--- src/rtl/alu_pipe.sv ---
// alu_pipe: two-stage valid/ready ALU (S1 operand register, S2 result/flag register).
// Optional feature: define ALU_PIPE_SLL_EN to enable opcode 000000 as logical left shift.
module alu_pipe #(
  parameter int NB_DATA_BUS = 8,
  parameter int NB_OPCODE   = 6
) (
  input  logic                   i_clock,
  input  logic                   i_reset,
  input  logic                   i_valid,
  output logic                   o_ready,
  input  logic [NB_DATA_BUS-1:0] i_first_operator,
  input  logic [NB_DATA_BUS-1:0] i_second_operator,
  input  logic [NB_OPCODE-1:0]   i_opcode,
  output logic                   o_valid,
  input  logic                   i_ready,
  output logic [NB_DATA_BUS-1:0] o_result,
  output logic                   o_zero,
  output logic                   o_neg,
  output logic                   o_carry,
  output logic                   o_overflow,
  output logic                   o_illegal
);

  localparam int MSB = NB_DATA_BUS - 1;

  localparam logic [NB_OPCODE-1:0] LP_OP_ADD = NB_OPCODE'(6'b100000);
  localparam logic [NB_OPCODE-1:0] LP_OP_SUB = NB_OPCODE'(6'b100010);
  localparam logic [NB_OPCODE-1:0] LP_OP_AND = NB_OPCODE'(6'b100100);
  localparam logic [NB_OPCODE-1:0] LP_OP_OR  = NB_OPCODE'(6'b100101);
  localparam logic [NB_OPCODE-1:0] LP_OP_XOR = NB_OPCODE'(6'b100110);
  localparam logic [NB_OPCODE-1:0] LP_OP_NOR = NB_OPCODE'(6'b100111);
  localparam logic [NB_OPCODE-1:0] LP_OP_SRA = NB_OPCODE'(6'b000011);
  localparam logic [NB_OPCODE-1:0] LP_OP_SRL = NB_OPCODE'(6'b000010);
`ifdef ALU_PIPE_SLL_EN
  localparam logic [NB_OPCODE-1:0] LP_OP_SLL = NB_OPCODE'(6'b000000);
`endif

  // Shift amounts at or above the data width saturate rather than wrap.
  localparam logic [NB_DATA_BUS-1:0] LP_SHIFT_LIMIT = NB_DATA_BUS'(NB_DATA_BUS);

  // Stage 1: captured operation
  logic                   r_s1_valid;
  logic [NB_DATA_BUS-1:0] r_s1_a;
  logic [NB_DATA_BUS-1:0] r_s1_b;
  logic [NB_OPCODE-1:0]   r_s1_op;

  // Stage 2: registered result and flags
  logic                   r_s2_valid;
  logic [NB_DATA_BUS-1:0] r_s2_result;
  logic                   r_s2_zero;
  logic                   r_s2_neg;
  logic                   r_s2_carry;
  logic                   r_s2_overflow;
  logic                   r_s2_illegal;

  logic                   w_adv1;
  logic                   w_adv2;
  logic [NB_DATA_BUS:0]   w_sum;
  logic [NB_DATA_BUS:0]   w_diff;
  logic                   w_shift_sat;
  logic [NB_DATA_BUS-1:0] w_result;
  logic                   w_carry;
  logic                   w_overflow;
  logic                   w_illegal;
  logic                   w_zero;
  logic                   w_neg;

  // A stage may load when it is empty or when its contents move on this edge.
  assign w_adv2  = !r_s2_valid || i_ready;
  assign w_adv1  = !r_s1_valid || w_adv2;
  assign o_ready = w_adv1 && !i_reset;

  assign w_sum  = {1'b0, r_s1_a} + {1'b0, r_s1_b};
  assign w_diff = {1'b0, r_s1_a} - {1'b0, r_s1_b};

  always_comb begin
    // NOTE: every combinational output gets a default first so no path infers a latch.
    w_result    = '0;
    w_carry     = 1'b0;
    w_overflow  = 1'b0;
    w_illegal   = 1'b0;
    w_shift_sat = (r_s1_b >= LP_SHIFT_LIMIT);

    case (r_s1_op)
      LP_OP_ADD: begin
        w_result   = w_sum[MSB:0];
        w_carry    = w_sum[NB_DATA_BUS];
        w_overflow = (r_s1_a[MSB] == r_s1_b[MSB]) && (w_sum[MSB] != r_s1_a[MSB]);
      end
      LP_OP_SUB: begin
        w_result   = w_diff[MSB:0];
        w_carry    = w_diff[NB_DATA_BUS];
        w_overflow = (r_s1_a[MSB] != r_s1_b[MSB]) && (w_diff[MSB] != r_s1_a[MSB]);
      end
      LP_OP_AND: w_result = r_s1_a & r_s1_b;
      LP_OP_OR:  w_result = r_s1_a | r_s1_b;
      LP_OP_XOR: w_result = r_s1_a ^ r_s1_b;
      LP_OP_NOR: w_result = ~(r_s1_a | r_s1_b);
      LP_OP_SRA: w_result = w_shift_sat ? {NB_DATA_BUS{r_s1_a[MSB]}}
                                        : NB_DATA_BUS'($signed(r_s1_a) >>> r_s1_b);
      LP_OP_SRL: w_result = w_shift_sat ? '0 : (r_s1_a >> r_s1_b);
`ifdef ALU_PIPE_SLL_EN
      LP_OP_SLL: w_result = w_shift_sat ? '0 : (r_s1_a << r_s1_b);
`endif
      default:   w_illegal = 1'b1;
    endcase

    w_zero = (w_result == '0);
    w_neg  = w_result[MSB];
  end

  always_ff @(posedge i_clock) begin
    // NOTE: sequential state uses non-blocking assignments so every register samples pre-edge values.
    if (i_reset) begin
      r_s1_valid <= 1'b0;
      r_s1_a     <= '0;
      r_s1_b     <= '0;
      r_s1_op    <= '0;
    end else if (w_adv1) begin
      r_s1_valid <= i_valid;
      if (i_valid) begin
        r_s1_a  <= i_first_operator;
        r_s1_b  <= i_second_operator;
        r_s1_op <= i_opcode;
      end
    end
  end

  always_ff @(posedge i_clock) begin
    // NOTE: result registers are reset too, because they drive the outputs directly and must read 0 after reset.
    if (i_reset) begin
      r_s2_valid    <= 1'b0;
      r_s2_result   <= '0;
      r_s2_zero     <= 1'b0;
      r_s2_neg      <= 1'b0;
      r_s2_carry    <= 1'b0;
      r_s2_overflow <= 1'b0;
      r_s2_illegal  <= 1'b0;
    end else if (w_adv2) begin
      r_s2_valid <= r_s1_valid;
      if (r_s1_valid) begin
        r_s2_result   <= w_result;
        r_s2_zero     <= w_zero;
        r_s2_neg      <= w_neg;
        r_s2_carry    <= w_carry;
        r_s2_overflow <= w_overflow;
        r_s2_illegal  <= w_illegal;
      end
    end
  end

  assign o_valid    = r_s2_valid;
  assign o_result   = r_s2_result;
  assign o_zero     = r_s2_zero;
  assign o_neg      = r_s2_neg;
  assign o_carry    = r_s2_carry;
  assign o_overflow = r_s2_overflow;
  assign o_illegal  = r_s2_illegal;

endmodule
--- config.mk ---
export PLATFORM = sky130hd
export DESIGN_NAME = alu_pipe
export DESIGN_NICKNAME = d
export VERILOG_FILES = /design/src/rtl/alu_pipe.sv
export SDC_FILE = /design/constraint.sdc
export NUM_CORES = 1
export LEC_CHECK = 0
export BUFFER_PORTS_ARGS = -buffer_cell sky130_fd_sc_hd__buf_4
export CAP_MARGIN = 20
export CORE_AREA = 2 2 81 83
export DETAILED_ROUTE_END_ITERATION = 16
export DIE_AREA = 0 0 83 85
export PLACE_DENSITY = 0.74
export SLEW_MARGIN = 25
export SYNTH_ARGS = -nofsm -noshare
export SYNTH_HDL_FRONTEND = slang
export SYNTH_SLANG_ARGS = --single-unit
--- constraint.sdc ---
create_clock -name i_clock -period 2.35 [get_ports i_clock]
set_input_delay 0.47 -clock i_clock [delete_from_list [all_inputs] [get_ports i_clock]]
set_output_delay 0.47 -clock i_clock [all_outputs]
set_load 0.01 [all_outputs]
# Word-level counts from Yosys, hierarchy flattened
# Cells that the tools add are included.
dict set report word_totals {
  register_bits 37
  input_bits 26
  out_inout_bits 15
  word_cells 50
}
dict set report op_classes {
  add_sub_neg 2
  n_lt_le_gt_ge 1
  n_eq_ne 12
  shifts 2
  muxes 6
  bitwise_logic 4
  reduce_logical 12
}
# op count
set ops {}
lappend ops {{case mux 8 bit (8 select lines)} 1}
lappend ops {{== test 6 bit (second input constant)} 6}
lappend ops {{2-to-1 mux 8 bit} 2}
lappend ops {{== test 6 x 2 -> 1 bit (second input constant)} 2}
lappend ops {{adder 8 x 8 -> 9 bit} 1}
lappend ops {{subtractor 8 x 8 -> 9 bit} 1}
lappend ops {{bitwise AND 8 bit} 1}
lappend ops {{>= comparator 8 x 4 -> 1 bit (second input constant)} 1}
lappend ops {{logical NOT 8 bit} 1}
lappend ops {{NOT 8 bit} 1}
lappend ops {{OR 8 bit} 1}
lappend ops {{OR reduction 8 bit} 1}
lappend ops {{>> shifter 8 x 8 -> 8 bit} 1}
lappend ops {{>>> shifter 8 x 8 -> 8 bit} 1}
lappend ops {{XOR 8 bit} 1}
lappend ops {{case mux 1 bit (2 select lines)} 2}
lappend ops {{AND reduction 2 bit} 2}
lappend ops {{logical AND 1 bit} 3}
lappend ops {{logical NOT 1 bit} 3}
lappend ops {{!= test 1 bit} 3}
lappend ops {{logical OR 1 bit} 2}
lappend ops {{== test 1 bit} 1}
lappend ops {{2-to-1 mux 1 bit} 1}

# Longest topological paths before layout
# Gate-level depths: netlist of the first run.
dict set report depth {
  depth_word 4
  ltp_mapped 12
  mapped_depth_nobuf 11
}

# Worst setup path after synthesis of the first run
# Ideal clock, no wire load.
dict set report synth_path {
  path_type {reg2reg}
  start {register r_s1_b[1]}
  end {register r_s2_result[7], in the netlist o_result[7]}
  setup_time_ns 0.086
  t_arrival_ns 2.292
  slack_ns -0.027
  stages_incl_launch_ff 10
  n_path_buf 1
  path_cell_list {dfxtp_1 > buf_2 > inv_2 > ha_1 > a211oi_1 > o21ai_0 > a31oi_1 > xor2_1 > o311a_1 > a211oi_1}
}
dict set report synth_via {
  elab_chain_cells 3
  word_cells_on_any_way 8
  classes_between {2 x add/sub; 1 x order compare; 2 x shift; 3 x mux}
}
# item line_no
set synth_lines {}
lappend synth_lines {{start, declared} 44} ;# logic [NB_DATA_BUS-1:0] r_s1_b;
lappend synth_lines {{start signal, assigned} 123} ;# r_s1_b <= i_second_operator;
lappend synth_lines {{>= comparator 8 x 4 -> 1 bit (tied with other cells)} 82} ;# w_shift_sat = (r_s1_b >= LP_SHIFT_LIMIT);
lappend synth_lines {{2-to-1 mux 8 bit, on equally long branches} {101, 99}}
lappend synth_lines {{case mux 8 bit (8 select lines) *} 84} ;# case (r_s1_op)
lappend synth_lines {{end signal, assigned} 142} ;# r_s2_result <= w_result;
lappend synth_lines {{end, declared} 49} ;# logic [NB_DATA_BUS-1:0] r_s2_result;
# Every way passes the cells marked *; elsewhere a longest branch is shown, timed or not.
# A chain may end at the register's enable or synchronous reset.

# Worst setup path in the final report of the first run
dict set report layout_path {
  start {register r_s1_b[0]}
  end {register r_s2_zero, in the netlist o_zero}
}
dict set report layout_via {
  elab_chain_cells 4
  word_cells_on_any_way 13
  classes_between {2 x add/sub; 1 x order compare; 2 x shift; 3 x mux; 4 x bitwise; 1 x reduce/logical}
}
# item line_no
set layout_lines {}
lappend layout_lines {{>= comparator 8 x 4 -> 1 bit (tied with other cells)} 82}
lappend layout_lines {{2-to-1 mux 8 bit (tied with other cells)} 101} ;# LP_OP_SRL: w_result = w_shift_sat ? '0 : (r_s1_a >> r_s1_b);
lappend layout_lines {{case mux 8 bit (8 select lines) *} 84}
lappend layout_lines {{logical NOT 8 bit *} 108} ;# w_zero = (w_result == '0);
lappend layout_lines {{end signal, assigned} 143} ;# r_s2_zero <= w_zero;
lappend layout_lines {{end, declared} 50} ;# logic r_s2_zero;
# Marked as above.

==> impl_metrics.py, run 1 <==
metrics = {
    "status": {
        "status": "complete, but fails checks",
        "violations": "setup timing",
    },
    "synth": {
        "synth_commonest_cells": "nand2_1, a21oi_1, dfxtp_1",
        "synth_area_leaders": "dfxtp_1, ha_1, nand2_1, a21oi_1, mux2i_1",
        "yosys_warnings": 0,
        "seq_area_frac_synth": 0.227,
        "avgSynthCellArea_sq_um": 7.61,
        "synth_top_cell_by_area": "dfxtp_1",
        "yosysMostFrequentCell": "nand2_1",
        "async_flop_share": 0,
        "synth_edf_count": 0,
        "synth_area_sq_um": 3170,
        "netlist.area_leader.share": 0.227,
        "postSynthCellCount": 417,
        "synth-seq-cells": 36,
        "syn_nets": 470,
        "synth_cell_type_count": 59,
        "synth_ff_type": "dfxtp_1",
    },
    "cts": {
        "holdBufCountCts": 0,
        "cts_buffers": 5,
        "cts_root_buf": "clkbuf_8",
        "htreeDepth": 2,
        "path_clk_slew_ps": 80,
        "cts_tree": "built",
        "clock_latency_ps": 290,
        "clock-sinks": 36,
        "cts_buffer_depth": 2,
    },
    "timing": {
        "max_freq_mhz": 413,
        "skew_ps": 8.66,
        "slew_headroom": 0.425,
        "tightest_slew_ps": 861,
        "setup_ws_ps": -68.6,
        "final-setup-viol-count": 1,
        "fin_crit_sh": 1.03,
        "fin_crit_ps": 2420,
        "slew_viol_final": 0,
        "rsz0062_at_grt": "true",
        "hold_viol_final": 0,
    },
    "power_and_ir_drop": {
        "power.static_leakage_nw": 1.64,
        "vdd_ir_drop_max_mv": 0.390,
        "power-per-cell-area_nw_per_um2": 446,
    },
    "worst_setup_path": {
        "cp-start-kind": "flip-flop",
        "cp_slowest_stage_delay_ps": 430,
        "cp.arrival_ps": 2640,
        "crit_type": "reg2reg",
        "cp-end-kind": "flip-flop",
        "path_cells": "ha_1 > fa_2 > nor2b_1 > o2111ai_2 > o221ai_2 > a41oi_2 > and2b_1 > and4_1 > nand4bb_1 > o21ai_1",
        "rrSetupSlack_ps": -70,
        "slowest_stage": "fa_2",
        "critical_path_peak_fanout": 4,
        "worst-path-buf-inv": 0,
        "path_delay_family": "compound AO/OA/AOI/OAI gates",
        "worstPathRequired_ps": 2570,
    },
    "drt": {
        "maxUsedRoutingLayer": "met4",
        "wl_per_cell_um": 17.2,
        "num_vias": 3298,
        "dr.pass1.iters": 5,
        "first_iter_violations": 223,
        "ant_nets": 0,
        "drt_wl_total_mm": 9.69,
        "wl_met1_mm": 4.42,
        "drcViolationCount": 0,
        "viasPerCell": 5.85,
        "wl_met2_mm": 4.44,
        "wl_met3_um": 623,
    },
    "floorplanning": {
        "start_util": 0.512,
        "die-area_sq_um": 7060,
        "ios": 41,
        "core_area_sq_um": 6200,
        "row_count": 29,
        "dieHeight_um": 85,
        "die_w_um": 83,
    },
    "placement": {
        "finalWeightedCongestion": 0.978,
        "hpwl_mm": 7.29,
        "place_inst": 553,
        "placed_area_sq_um": 3760,
        "port_buffers": 40,
    },
    "grt": {
        "grt_start_max_net_pins": 39,
        "grt_overflow": 0,
        "grt_pass1_wl_mm": 15.4,
        "antenna_found_initial": 0,
        "grt_use_total": 0.272,
        "first_global_vias": 3056,
    },
    "layout": {
        "layout-drive-gt1-share": 0.271,
        "n_antenna_cell": 0,
        "fillers": 586,
        "final_cell_area_sq_um": 3990,
        "final_nets": 539,
        "synthToLayoutAreaGrowth_pct": 25.7,
        "stdcell_count": 564,
    },
    "worst_hold_path": {
        "hold_path_class": "in2reg",
    },
    "flow_run": {
        "drv_cap": 0,
    },
}
[cell type report]
class                           instances  area (sq um)  area share
Clock buffer                            7          86.3      0.0216
Clock inverter                          1          7.51     0.00188
Inverter                               22          82.6      0.0207
Multi-Input combinational cell        330          2300       0.576
Sequential cell                        36           724       0.182
Tap cell                               77          96.3      0.0241
Timing Repair Buffer                   91           696       0.174
[per-layer routing]
| metal | vias to the layer above | global-route usage |
|---|---|---|
| li1 | 1606 | - |
| met1 | 1540 | 0.375 |
| met2 | 130 | 0.443 |
| met3 | 22 | 0.0409 |
| met4 | 0 | 0.0835 |
| met5 | - | 0 |
[stage by stage]
step	setup TNS [ps]	hold WS (ps)	worst slack [ps]	total power, mW	util
finish	-68.6	414	-68.6	1.78	0.643
detailed placement	-175	466	-144	1.27	0.606
global placement	-49.4	452	-49.4	1.27	0.606
global route	-295	413	-177	1.88	0.643
floorplan	0	449	41.8	1.07	-
CTS	-46.1	403	-46.1	1.76	0.629
[flip-flops by register name, indices dropped and copies added (netlist names), 6 cells and up]
register	count
r_s1_b	8
r_s1_a	8
r_s1_op	6
o_result	8
[repair_timing]
| item | in CTS | in global routing |
|---|---|---|
| gates resized for setup | 11 | 16 |
| pin swaps | 4 | 11 |
| buffers inserted | 1 | 2 |
| endpoints found under the setup margin | 2 | 7 |
[logic make-up (layout without fill, tap and decap cells)]
group                      count (synthesis)  after routing  synth area share
AOI/OAI and AO/OA                        110            110             0.218
xor gates and xnor gates                  17             17            0.0469
adders and majority gates                 27             27             0.111
buffers and inverters                     51            121            0.0832
DFF                                       36             36             0.227
muxes                                     26             26            0.0911
and+or+nand+nor                          150            150             0.222
[power by group]
part           total [mW]  switching (mW)  internal (mW)
sequential          0.674          0.0289          0.645
combinational       0.637           0.347          0.289
clock               0.471           0.232          0.238
[cells in the final DEF (no fill, tap or decap), types with 13 or more instances in the layout]
| cell | Yosys | layout |
|---|---|---|
| buf_4 | 2 | 90 |
| nand2_1 | 65 | 65 |
| a21oi_1 | 44 | 44 |
| nor2_1 | 33 | 33 |
| dfxtp_1 | 36 | 33 |
| mux2i_1 | 21 | 21 |
| ha_1 | 25 | 21 |
| inv_1 | 19 | 17 |
| xnor2_1 | 14 | 14 |
| o21ai_0 | 15 | 13 |
[worst register-to-register path, cell delays in order (launching register included)]
cell,delay [ps]
dfxtp_2,390
ha_1,210
fa_2,430
nor2b_1,170
o2111ai_2,230
o221ai_2,140
a41oi_2,230
and2b_1,150
and4_1,190
nand4bb_1,100
o21ai_1,120
[final timing paths]
| path | depth (start not counted) | start | endpoint |
|---|---|---|---|
| max | 10 | r_s1_b[0] | o_zero |
| min | 3 | i_valid | r_s1_valid |
| max reg2reg | 10 | r_s1_b[0] | o_zero |
| min reg2reg | 2 | r_s1_b[5] | r_s1_b[5] |
No activity file was read; power rests on OpenSTA's default activity.
==> run 2, diff against run 1 <==
--- a/config.mk
+++ b/config.mk
@@ -7,10 +7,12 @@
 export LEC_CHECK = 0
 export BUFFER_PORTS_ARGS = -buffer_cell sky130_fd_sc_hd__buf_4
 export CAP_MARGIN = 20
-export CORE_AREA = 2 2 81 83
+export CELL_PAD_IN_SITES_DETAIL_PLACEMENT = 0
+export CELL_PAD_IN_SITES_GLOBAL_PLACEMENT = 1
+export CORE_AREA = 2 2 87 89
 export DETAILED_ROUTE_END_ITERATION = 16
-export DIE_AREA = 0 0 83 85
-export PLACE_DENSITY = 0.74
+export DIE_AREA = 0 0 89 91
+export PLACE_DENSITY = 0.82
 export SLEW_MARGIN = 25
 export SYNTH_ARGS = -nofsm -noshare
 export SYNTH_HDL_FRONTEND = slang
==> constraint.sdc (replaced) <==
create_clock -name i_clock -period 3 [get_ports i_clock]
set_input_delay 0.6 -clock i_clock [delete_from_list [all_inputs] [get_ports i_clock]]
set_output_delay 0.6 -clock i_clock [all_outputs]
set_load 0.01 [all_outputs]
==> run 2 against run 1 <==
Effect of this change: the flow now finishes without violations; final cell count is 2.7% lower; first-iteration DRC count grew 32%; global-route usage decreased by 3.3 points; sequential power is 20% lower; die area increased by 15%; non-clock buffer count shrank 37; via count is 5.7% lower; largest cell class unchanged.
==> impl_metrics.py, run 2 (synthesis gave the netlist of run 1 again) <==
metrics = {
    "floorplanning": {
        "dieHeight_um": 91,
        "core_area_sq_um": 7140,
        "die-area_sq_um": 8100,
        "row_count": 31,
        "ios": 41,
        "start_util": 0.445,
        "die_w_um": 89,
    },
    "drt": {
        "drt_wl_total_mm": 9.26,
        "num_vias": 3110,
        "wl_per_cell_um": 16.9,
        "ant_nets": 0,
        "dr.pass1.iters": 5,
        "first_iter_violations": 295,
        "viasPerCell": 5.66,
        "drcViolationCount": 0,
    },
    "cts": {
        "cts_setup_buffers": 0,
        "clock_latency_ps": 290,
        "clock-sinks": 36,
        "htreeDepth": 2,
        "cts_tree": "built",
        "cts_resized": 0,
        "holdBufCountCts": 0,
        "cts_root_buf": "clkbuf_8",
        "cts_buffer_depth": 2,
        "cts_buffers": 5,
        "path_clk_slew_ps": 80,
    },
    "worst_setup_path": {
        "rrSetupSlack_ps": 300,
        "crit_type": "reg2reg",
        "cp.arrival_ps": 2920,
        "worstPathRequired_ps": 3220,
        "cp-end-kind": "flip-flop",
        "startpoint": "r_s1_a[0]",
        "cp-start-kind": "flip-flop",
        "r2r-start": "r_s1_a[0]",
        "critical_path_peak_fanout": 5,
    },
    "timing": {
        "skew_ps": 7.25,
        "hold_viol_final": 0,
        "fin_crit_sh": 0.900,
        "max_freq_mhz": 371,
        "final-setup-viol-count": 0,
        "slew_viol_final": 0,
        "hold_slack_ps": 455,
        "rsz0062_at_grt": "false",
        "tightest_slew_ps": 930,
        "fin_crit_ps": 2700,
        "slew_headroom": 0.379,
        "tns_ps": 0,
    },
    "power_and_ir_drop": {
        "vdd_ir_drop_max_mv": 0.291,
        "power.static_leakage_nw": 1.44,
        "power-per-cell-area_nw_per_um2": 366,
    },
    "layout": {
        "stdcell_count": 549,
        "n_antenna_cell": 0,
        "synthToLayoutAreaGrowth_pct": 13.9,
        "layout_commonest_cell": "nand2_1",
        "final_util": 0.507,
        "final_nets": 502,
        "final_cell_mix": "nand2_1, buf_4, a21oi_1",
        "layout-drive-gt1-share": 0.164,
    },
    "placement": {
        "place_inst": 541,
        "finalWeightedCongestion": 0.994,
        "port_buffers": 40,
        "hpwl_mm": 7.11,
    },
    "worst_hold_path": {
        "hold_path_class": "reg2reg",
        "hold_start": "o_result[0]",
    },
    "grt": {
        "grt_pass1_wl_mm": 15.2,
        "grt_overflow": 0,
        "first_global_vias": 2954,
        "grt_start_max_net_pins": 39,
        "antenna_found_initial": 0,
        "grt_use_total": 0.239,
    },
    "flow_run": {
        "drv_cap": 0,
    },
    "status": {
        "status": "finished, final reports clean",
    },
}
==> run 2: cell types whose count changed in the layout (fill, tap and decap cells not counted), sizes merged <==
cell,change
buf,-37
==> run 2: power by group <==
part	switching [mW]	leakage (nW)	internal [mW]
clock	0.183	0.0445	0.187
combinational	0.234	1.10	0.177
sequential	0.0374	0.296	0.505
total	0.455	1.44	0.868
==> run 2: per-layer routing <==
| layer | GRT usage | routed length, um | vias up |
|---|---|---|---|
| li1 | - | - | 1533 |
| met1 | 0.349 | 4250 | 1443 |
| met2 | 0.362 | 4250 | 118 |
| met3 | 0.0336 | 553 | 16 |
| met4 | 0.0709 | 212 | 0 |
| met5 | 0 | 0 | - |
==> run 2: final timing paths <==
kind / to / cells past startpoint
worst min register to register: o_result[0] / 2
worst min-delay path: o_result[0] / 2
worst max register to register: o_zero / 11
worst max-delay path: o_zero / 11
==> run 2: per-stage QoR <==
step | instance area (sq um) | power, mW | setup slack, ps
6_report | 3620 | 1.32 | 301
5_1_grt | 3620 | 1.40 | 103
4_1_cts | 3620 | 1.33 | 331
3_5_place_dp | 3520 | 0.958 | 393
3_3_place_gp | 3520 | 0.957 | 410
2_1_floorplan | 3170 | 0.834 | 623
==> run 2: final cells by class <==
type | instances | area [sq um]
Clock buffer | 7 | 86.3
Clock inverter | 1 | 7.51
Fill cell | 756 | 3520
Inverter | 22 | 82.6
Multi-Input combinational cell | 330 | 2190
Sequential cell | 36 | 721
Tap cell | 99 | 124
Timing Repair Buffer | 54 | 405
==> run 2: critical path, cell delays in order (launching register included) <==
cell       delay [ps]
dfxtp_1           400
inv_1              80
ha_1              240
fa_1              420
nor3_1            270
o31a_1            170
a21oi_1            50
xnor2_1           150
a211oi_1          370
and4_1            260
nand4bb_1         110
o21ai_1           120
==> run 3, diff against run 2 <==
--- a/config.mk
+++ b/config.mk
@@ -12,8 +12,9 @@
 export CORE_AREA = 2 2 87 89
 export DETAILED_ROUTE_END_ITERATION = 16
 export DIE_AREA = 0 0 89 91
+export GPL_TIMING_DRIVEN = 0
 export PLACE_DENSITY = 0.82
-export SLEW_MARGIN = 25
+export SLEW_MARGIN = 20
 export SYNTH_ARGS = -nofsm -noshare
 export SYNTH_HDL_FRONTEND = slang
 export SYNTH_SLANG_ARGS = --single-unit
==> run 3 against run 2 <==
Effect of this change: register-to-register slack worse by 130 ps; die area unchanged; sequential cell count unchanged; via count up 0.23%; global-route usage up 0.83 points; routed wire length up 3.1%; core utilization up 1.4 points; maximum frequency down 4.5%; hold slack better by 8.7 ps; first-iteration DRC count down 30%; clock skew about the same.
==> impl_metrics.py, run 3 (synthesis gave the netlist of run 1 again) <==
metrics = {
    "grt": {
        "grt_use_total": 0.247,
        "grt_start_max_net_pins": 12,
        "antenna_found_initial": 0,
        "grt_overflow": 0,
        "grt_pass1_wl_mm": 15.7,
        "first_global_vias": 3061,
    },
    "drt": {
        "drt_wl_total_mm": 9.55,
        "first_iter_violations": 207,
        "ant_nets": 0,
        "drcViolationCount": 0,
        "dr.pass1.iters": 7,
        "wl_per_cell_um": 16.9,
        "num_vias": 3117,
        "viasPerCell": 5.53,
    },
    "timing": {
        "hold_viol_final": 0,
        "slew_viol_final": 0,
        "tightest_slew_ps": 795,
        "max_freq_mhz": 354,
        "slew_headroom": 0.465,
        "fin_crit_sh": 0.942,
        "final-setup-viol-count": 0,
        "tns_ps": 0,
        "skew_ps": 7.22,
        "fin_crit_ps": 2830,
    },
    "placement": {
        "placed_area_sq_um": 3600,
        "finalWeightedCongestion": 0.975,
        "hpwl_mm": 7.53,
        "port_buffers": 40,
    },
    "worst_setup_path": {
        "cp-endpoint": "o_zero",
        "cp-end-kind": "flip-flop",
        "cp.arrival_ps": 3050,
        "startpoint": "r_s1_b[1]",
        "r2r-start": "r_s1_b[1]",
        "cp-start-kind": "flip-flop",
        "rr_endpoint": "o_zero",
        "worstPathRequired_ps": 3230,
        "critical_path_peak_fanout": 11,
        "crit_type": "reg2reg",
        "rrSetupSlack_ps": 170,
        "worstRegToRegCells": 11,
    },
    "power_and_ir_drop": {
        "vdd_ir_drop_max_mv": 0.217,
        "p_sw_mw": 0.460,
        "power-per-cell-area_nw_per_um2": 359,
        "pwr-share-clk": 0.274,
        "internal_power_mw": 0.873,
        "power.static_leakage_nw": 1.48,
        "seqPwrFrac": 0.405,
        "p_comb_frac": 0.321,
        "swShare": 0.345,
    },
    "layout": {
        "layout.area.seq_sq_um": 721,
        "final_nets": 517,
        "synthToLayoutAreaGrowth_pct": 17.1,
        "multi_input_area_sq_um": 2210,
        "n_antenna_cell": 0,
        "final_cell_area_sq_um": 3720,
        "layout_commonest_cell": "nand2_1",
        "fillers": 758,
        "layout-drive-gt1-share": 0.172,
        "final_cell_mix": "nand2_1, a21oi_1, buf_4",
    },
    "floorplanning": {
        "dieHeight_um": 91,
        "die-area_sq_um": 8100,
        "ios": 41,
        "die_w_um": 89,
        "core_area_sq_um": 7140,
        "row_count": 31,
        "start_util": 0.445,
    },
    "cts": {
        "cts_tree": "built",
        "path_clk_slew_ps": 70,
        "clock_latency_ps": 290,
        "clock-sinks": 36,
        "cts_root_buf": "clkbuf_8",
        "htreeDepth": 2,
        "cts_buffer_depth": 2,
        "cts_setup_buffers": 0,
        "cts_buffers": 5,
        "holdBufCountCts": 0,
    },
    "status": {
        "status": "finished, final reports clean",
    },
    "flow_run": {
        "drv_cap": 0,
    },
    "worst_hold_path": {
        "hold_path_class": "reg2reg",
    },
}
[run 3: worst min path at each step]
| stage | from | end | slack, ps | cells past startpoint |
|---|---|---|---|---|
| 2_1_floorplan | r_s1_op[4] | r_s1_op[4] | 450 | 2 |
| 3_3_place_gp | o_result[0] | o_result[0] | 450 | 2 |
| 3_5_place_dp | o_result[0] | o_result[0] | 450 | 2 |
| 4_1_cts | o_result[0] | o_result[0] | 470 | 2 |
| 5_1_grt | o_zero | o_zero | 500 | 2 |
| 6_report | o_result[0] | o_result[0] | 460 | 2 |
[run 3: through the flow]
stage	instances	setup WS, ps	total power [mW]	hold slack [ps]	utilization
6_report	564	173	1.33	464	0.521
4_1_cts	564	79.8	1.33	466	0.517
3_5_place_dp	556	89.5	0.967	452	0.504
2_1_floorplan	417	623	0.834	449	-
5_1_grt	564	-3.19	1.42	502	0.521
3_3_place_gp	556	128	0.966	446	0.504
[run 3: power groups by stage]
stage | Sequential, mW | Clock, mW | Combinational (mW)
after global placement | 0.549 | 0 | 0.417
final | 0.541 | 0.365 | 0.428
after global routing | 0.544 | 0.406 | 0.472
after CTS | 0.539 | 0.376 | 0.420
after detailed placement | 0.550 | 0 | 0.417
after floorplan | 0.542 | 0 | 0.292
[run 3: what timing repair did]
action	CTS	global route
resized for setup	0	5
setup endpoints to repair	0	2
hold endpoints to repair	0	0
[run 3: area by class of cell]
type                    instances  area share
plain buffers                  29      0.0495
clock buffers                   7      0.0232
clock inverters                 1     0.00202
inverters                      22      0.0222
multi-input cells             330       0.595
flip-flops and latches         36       0.194
well taps                      99      0.0333
repair buffers                 40      0.0808
[run 3: worst max-delay path, stage by stage (launching register included)]
cell	delay (ps)
dfxtp_1	440
clkbuf_4	280
inv_2	140
ha_1	360
mux2_2	290
mux2i_1	180
o221ai_1	170
a41oi_1	280
and2b_1	180
and4_1	210
nand4bb_1	110
o21ai_1	110
[run 3: layer usage]
layer	vias to the layer above	routed length [um]	GRT usage
met5	-	0	0
met4	0	93	0.0485
met3	8	446	0.0336
met2	82	4520	0.398
met1	1466	4490	0.352
li1	1561	-	-
